File: config.mk
export PLATFORM = sky130hd
export DESIGN_NAME = vend_ctrl
export DESIGN_NICKNAME = d
export VERILOG_FILES = /design/src/rtl/vend_pkg.sv /design/src/rtl/vend_change_gen.sv /design/src/rtl/vend_ctrl.sv
export SDC_FILE = /design/constraint.sdc
export NUM_CORES = 1
export LEC_CHECK = 0
export ABC_AREA = 1
export CAP_MARGIN = 10
export CORE_UTILIZATION = 49
export CTS_CLUSTER_DIAMETER = 80
export DETAILED_ROUTE_END_ITERATION = 10
export GPL_TIMING_DRIVEN = 0
export PLACE_DENSITY = 0.9
export SYNTH_ARGS = -nofsm -noshare
export SYNTH_HDL_FRONTEND = slang
export SYNTH_SLANG_ARGS = --single-unit
File: constraint.sdc
create_clock -name clk -period 6.8 [get_ports clk]
set_clock_uncertainty 0.2 [all_clocks]
set_input_delay 1.36 -clock clk [delete_from_list [all_inputs] [get_ports clk]]
set_output_delay 1.36 -clock clk [all_outputs]
set_load 0.005 [all_outputs]
File: src/rtl/vend_pkg.sv
// Shared types and encodings for the multi-product vending controller.
package vend_pkg;

    typedef enum logic [1:0] {
        S_IDLE,
        S_CREDIT,
        S_VEND,
        S_CHANGE
    } vend_state_e;

    localparam logic [1:0] COIN_NONE = 2'b00;
    localparam logic [1:0] COIN_5    = 2'b01;
    localparam logic [1:0] COIN_10   = 2'b10;
    localparam logic [1:0] COIN_25   = 2'b11;

    localparam logic [1:0] CHG_NONE  = 2'b00;
    localparam logic [1:0] CHG_5     = 2'b01;
    localparam logic [1:0] CHG_10    = 2'b10;

    localparam int unsigned VAL_5  = 1;
    localparam int unsigned VAL_10 = 2;
    localparam int unsigned VAL_25 = 5;

    function automatic logic [2:0] coin_value(input logic [1:0] coin);
        logic [2:0] v;
        case (coin)
            COIN_5:  v = 3'(VAL_5);
            COIN_10: v = 3'(VAL_10);
            COIN_25: v = 3'(VAL_25);
            default: v = '0;
        endcase
        return v;
    endfunction

endpackage

File: src/rtl/vend_change_gen.sv
// Serial greedy change generator: emits one coin per step from the amount
// presented on amt; done flags that nothing is left to return.
module vend_change_gen
    import vend_pkg::*;
#(
    parameter int unsigned CRED_W = 6
) (
    input  logic              clk,
    input  logic              rst,
    input  logic              step,
    input  logic [CRED_W-1:0] amt,
    output logic [1:0]        change,
    output logic [CRED_W-1:0] amt_next,
    output logic              done
);

    logic [1:0] coin;
    logic [1:0] change_d, change_q;

    always_comb begin
        coin     = CHG_NONE;
        amt_next = '0;
        if (amt >= CRED_W'(VAL_10)) begin
            coin     = CHG_10;
            amt_next = amt - CRED_W'(VAL_10);
        end else if (amt != '0) begin
            coin     = CHG_5;
            amt_next = '0;
        end
    end

    assign done     = (amt == '0);
    assign change_d = step ? coin : CHG_NONE;

    always_ff @(posedge clk) begin
        if (!rst) begin
            change_q <= CHG_NONE;
        end else begin
            change_q <= change_d;
        end
    end

    assign change = change_q;

endmodule

File: src/rtl/vend_ctrl.sv
// Multi-product vending controller: credit FSM, price decode and change return.
// Optional inactivity auto-cancel is enabled with `define VEND_TIMEOUT_EN.
module vend_ctrl
    import vend_pkg::*;
#(
    parameter  int unsigned NUM_PROD    = 4,
    parameter  int unsigned CRED_W      = 6,
    parameter  int unsigned MAX_CREDIT  = 40,
    parameter  int unsigned TIMEOUT_CYC = 1000,
    localparam int unsigned SEL_W       = $clog2(NUM_PROD)
) (
    input  logic                       clk,
    input  logic                       rst,
    input  logic [1:0]                 in,
    input  logic                       sel_valid,
    input  logic [SEL_W-1:0]           sel,
    input  logic                       cancel,
    input  logic [NUM_PROD*CRED_W-1:0] prices,
    output logic                       out,
    output logic [SEL_W-1:0]           out_prod,
    output logic [1:0]                 change,
    output logic                       coin_rej,
    output logic                       nak,
    output logic [CRED_W-1:0]          credit,
    output logic                       busy
);

    vend_state_e       state_d, state_q;
    logic [CRED_W-1:0] credit_d, credit_q;
    logic              out_d, out_q;
    logic [SEL_W-1:0]  out_prod_d, out_prod_q;
    logic              nak_d, nak_q;
    logic              coin_rej_d, coin_rej_q;
    logic              busy_d, busy_q;

    logic              coin_in;
    logic              coin_fits;
    logic              coin_acc;
    logic [CRED_W:0]   sum;
    logic [CRED_W-1:0] price;
    logic              sel_ok;
    logic              cancel_eff;
    logic              step;
    logic [CRED_W-1:0] chg_amt_next;
    logic              chg_done;

    assign coin_in   = (in != COIN_NONE);
    assign sum       = {1'b0, credit_q} + (CRED_W+1)'(coin_value(in));
    assign coin_fits = (sum <= (CRED_W+1)'(MAX_CREDIT));

    always_comb begin
        price  = '0;
        sel_ok = 1'b0;
        for (int unsigned i = 0; i < NUM_PROD; i++) begin
            if (32'(sel) == i) begin
                price  = prices[i*CRED_W +: CRED_W];
                sel_ok = 1'b1;
            end
        end
    end

    // The generator steps on the current credit; credit_q tracks its remainder.
    vend_change_gen #(
        .CRED_W(CRED_W)
    ) u_change_gen (
        .clk      (clk),
        .rst      (rst),
        .step     (step),
        .amt      (credit_q),
        .change   (change),
        .amt_next (chg_amt_next),
        .done     (chg_done)
    );

    always_comb begin
        state_d    = state_q;
        credit_d   = credit_q;
        out_d      = 1'b0;
        out_prod_d = out_prod_q;
        nak_d      = 1'b0;
        coin_rej_d = 1'b0;
        step       = 1'b0;
        coin_acc   = 1'b0;

        case (state_q)
            S_IDLE, S_CREDIT: begin
                if (cancel_eff && credit_q != '0) begin
                    state_d    = S_CHANGE;
                    step       = 1'b1;
                    credit_d   = chg_amt_next;
                    coin_rej_d = coin_in;
                end else if (sel_valid) begin
                    coin_rej_d = coin_in;
                    if (sel_ok && credit_q >= price) begin
                        state_d    = S_VEND;
                        credit_d   = credit_q - price;
                        out_d      = 1'b1;
                        out_prod_d = sel;
                    end else begin
                        nak_d = 1'b1;
                    end
                end else if (coin_in) begin
                    if (coin_fits) begin
                        state_d  = S_CREDIT;
                        credit_d = sum[CRED_W-1:0];
                        coin_acc = 1'b1;
                    end else begin
                        coin_rej_d = 1'b1;
                    end
                end
            end
            S_VEND, S_CHANGE: begin
                coin_rej_d = coin_in;
                if (!chg_done) begin
                    state_d  = S_CHANGE;
                    step     = 1'b1;
                    credit_d = chg_amt_next;
                end else begin
                    state_d = S_IDLE;
                end
            end
            default: state_d = S_IDLE;
        endcase

        busy_d = (state_d == S_VEND) || (state_d == S_CHANGE);
    end

`ifdef VEND_TIMEOUT_EN
    localparam int unsigned TMO_W = $clog2(TIMEOUT_CYC + 1);
    logic [TMO_W-1:0] tmo_d, tmo_q;

    assign cancel_eff = cancel ||
                        ((state_q == S_CREDIT) && (tmo_q == TMO_W'(TIMEOUT_CYC - 1)));

    always_comb begin
        tmo_d = tmo_q + 1'b1;
        if (state_d != S_CREDIT || coin_acc || nak_d) begin
            tmo_d = '0;
        end
    end

    always_ff @(posedge clk) begin
        if (!rst) begin
            tmo_q <= '0;
        end else begin
            tmo_q <= tmo_d;
        end
    end
`else
    logic [1:0] unused_cfg;
    assign cancel_eff = cancel;
    assign unused_cfg = {coin_acc, (TIMEOUT_CYC != 0)};
`endif

    always_ff @(posedge clk) begin
        if (!rst) begin
            state_q    <= S_IDLE;
            credit_q   <= '0;
            out_q      <= 1'b0;
            out_prod_q <= '0;
            nak_q      <= 1'b0;
            coin_rej_q <= 1'b0;
            busy_q     <= 1'b0;
        end else begin
            state_q    <= state_d;
            credit_q   <= credit_d;
            out_q      <= out_d;
            out_prod_q <= out_prod_d;
            nak_q      <= nak_d;
            coin_rej_q <= coin_rej_d;
            busy_q     <= busy_d;
        end
    end

    assign out      = out_q;
    assign out_prod = out_prod_q;
    assign nak      = nak_q;
    assign coin_rej = coin_rej_q;
    assign credit   = credit_q;
    assign busy     = busy_q;

endmodule

==> impl_metrics.tcl <==
set metrics [dict create \
    power.leakage_nw 0.945 \
    top_metal_used "met4" \
    worst_skew_pair.late_latency_ns 0.29 \
    setup_viol 0 \
    antenna-diode-count 0 \
    max-cap-violations 0 \
    reg2reg_depth 10 \
    design.core.area_sq_um 2830 \
    routed_wl_um 3760 \
    die-area_sq_um 3290 \
    ir_worst_vdd_mv 0.146 \
    grt_start_max_net_pins 11 \
    post_dp_cell_area_sq_um 1970 \
    global_route.overflow_total 0 \
    synthTopCellsByCount "nand2_1 (54), inv_1 (31), nand3_1 (31)" \
    floorplan.initialDensity_pct 53.0 \
    ys_warn_count 0 \
    via_count 1720 \
    die_h_um 57.3 \
    edff_count_synth 0 \
    synth_largest_type_area_fraction_pct 20.0 \
    die_w_um 57.3 \
    worstHoldStart "out_prod[0]" \
    synth.yosys.seq_area_share_pct 20.0 \
    post_synth_instance_area_sq_um 1500 \
    launch_point_of_the_worst_path "sel[1]" \
    first_iter_violations 102 \
    power_density_nw_per_um2 342 \
    cts.clk_slew.worst_paths_ns 0.09 \
    worst-setup-path-type "input pin to flop" \
    final_min_period_over_clock_period_pct 61.6 \
    ff2ff_setup_slack_ns 4.25 \
    r2r_end "credit[2]" \
    clock_path_buffers 2 \
    worstPathRequired_ns 6.79 \
    rows 19 \
    period_needed_ns 4.19 \
    synthMostInstantiatedCell "nand2_1" \
    timing.slew.headroom_pct 74.1 \
    cts_tree "built" \
    gpl.final_weighted_congestion 0.877 \
    syn2layout_area_growth_pct 33.0 \
    dr_wl_met2_um 1920 \
    rr_startpoint "credit[1]" \
    detail_route.wl_per_cell_um 11.9 \
    synth-seq-cells 15 \
    cts_inserted_buffers 3 \
    maxSlewViolCount 0 \
    number_of_antenna_violations_at_the_first_check_in_global_routing 0 \
    yosys.cell_types.count 34 \
    pre_cts_slack_ns 2.30 \
    worstHoldPathType "flop to flop" \
    violations_in_the_final_reports "DRC" \
    top_level_ports 46 \
    layout-drive-gt1-share_pct 7.34 \
    max_fclk_ghz 0.239 \
    ctsHtreeMaxLevel 1 \
    post-route-worst-setup-slack_ns 2.61 \
    endpoint_of_the_worst_hold_timing_path "out_prod[0]" \
    number_of_sinks_on_the_clock_net 15 \
    synth_top_flop_cell "dfxtp_1" \
    synth_async_sr_flop_share_pct 0 \
    ys_top_cells_by_area "dfxtp_1 (20%), nand2_1 (14%), nand3_1 (10%)" \
    syn_area_per_cell_sq_um 6.28 \
    fin_tns_setup_ns 0 \
    worstSetupStartpointType "input pin" \
    nNetsFinal 331 \
    cts.root.buffer_cell "clkbuf_4" \
    gr-usage-all-layers_pct 24.1 \
    drcViolationCount 4 \
    detail_route.vias_per_cell 5.43 \
    synth_top_cell_by_area "dfxtp_1" \
    dp_hpwl_um 3110 \
    crit_path_max_fanout 10 \
    routed-wl-met3_um 260 \
    worst_slew_pin_slew_ns 0.388 \
    worst_setup_path_end_kind "flop" \
    firstDrtPassIters 9 \
    status "complete, but fails checks" \
    remaining_antenna_violation_count_after_routing 0 \
    io_buffers 43 \
    postCtsResizedCells 0 \
    worstPathArrival_ns 4.18 \
    postSynthCellCount 239 \
    timing.final.hold_violations 0 \
    wire_length_of_the_first_global_routing_pass_um 6290 \
    grt_pass1_vias 1541 \
    post-cts-setup-buffer-count 0 \
    wl_met1_um 1550 \
    cts.hold.buffers_added 0 \
    hold-path-cell-count 2 \
    rsz0062_at_grt "false" \
    synth_nets 283 \
    stdcell_area_sq_um 2000 \
]
## logic make-up (layout without fill, tap and decap cells)
kind of cell / count (synthesis) / after routing / synth area share (%)
simple gates: 126 / 126 / 39.5
compound gates: 41 / 41 / 14.9
buf+inv: 39 / 86 / 11.0
flops: 15 / 15 / 20.0
fa+ha+maj: 12 / 12 / 11.0
xor+xnor: 6 / 6 / 3.50
## sequential cells by signal (all words and copies together) (netlist names)
register and flops:
busy 1, coin_rej 1, out 1, out_prod 2
credit 6, nak 1, state_q 1, u_change_gen.change 2
## layer usage
metal / track usage [%] / vias to the layer above
met5: 0 / -
met4: 4.88 / 0
met3: 5.22 / 7
met2: 46.4 / 73
met1: 27.0 / 762
li1: - / 878
## final cells by class
cell class | count | area [sq um]
Clock buffer | 4 | 26.3
Buffer | 6 | 38.8
Multi-Input combinational cell | 185 | 1030
Inverter | 33 | 126
Sequential cell | 15 | 300
Timing Repair Buffer | 43 | 430
Tap cell | 31 | 38.8
Fill cell | 241 | 833
## per-stage QoR
step / total power, mW / hold WS (ns) / instances / utilization [%]
after CTS: 0.681 / 0.269 / 317 / 70.5
after global placement: 0.614 / 0.252 / 313 / 69.6
after detailed placement: 0.629 / 0.261 / 313 / 69.6
after floorplan: 0.488 / 0.256 / 239 / -
after global routing: 0.751 / 0.298 / 317 / 70.5
final: 0.682 / 0.265 / 317 / 70.5
## layout by cell type, fill, tap and decap left out, drive strengths merged, types with 3 or more instances in the layout
cell type,netlist,final
xnor2,3,3
clkbuf,2,6
ha,10,10
nor2,29,29
o21ai,15,15
clkdlybuf4s50,0,43
dfxtp,15,15
xor2,3,3
nand3,33,33
buf,4,4
a21oi,19,19
inv,32,32
nand2,56,56
## worst max path at each step
| stage | to | depth (start not counted) | slack, ns |
|---|---|---|---|
| 2_1_floorplan | credit[1] | 16 | 3.06 |
| 3_3_place_gp | credit[3] | 16 | 2.40 |
| 3_5_place_dp | credit[0] | 16 | 2.30 |
| 4_1_cts | credit[0] | 16 | 2.61 |
| 5_1_grt | credit[5] | 16 | 2.43 |
| 6_report | credit[3] | 16 | 2.61 |
## worst max-delay path, stage by stage
cell and delay, ns:
clkdlybuf4s50_1 0.47, inv_1 0.10, clkbuf_1 0.31, nand2_1 0.12
o22ai_1 0.18, nor2_1 0.06, a21oi_1 0.14, ha_1 0.30
a21oi_1 0.20, o21a_1 0.13, nand3_1 0.23, nor2_4 0.19
nor2_2 0.06, buf_6 0.14, a21oi_1 0.14, nor2_1 0.06
## power by group
part / switching [mW] / internal, mW / leakage [nW]
sequential: 0.0386 / 0.115 / 0.124
clock: 0.0295 / 0.0228 / 0.0150
combinational: 0.262 / 0.215 / 0.806
Note: power is estimated with default switching activity, not from simulation.
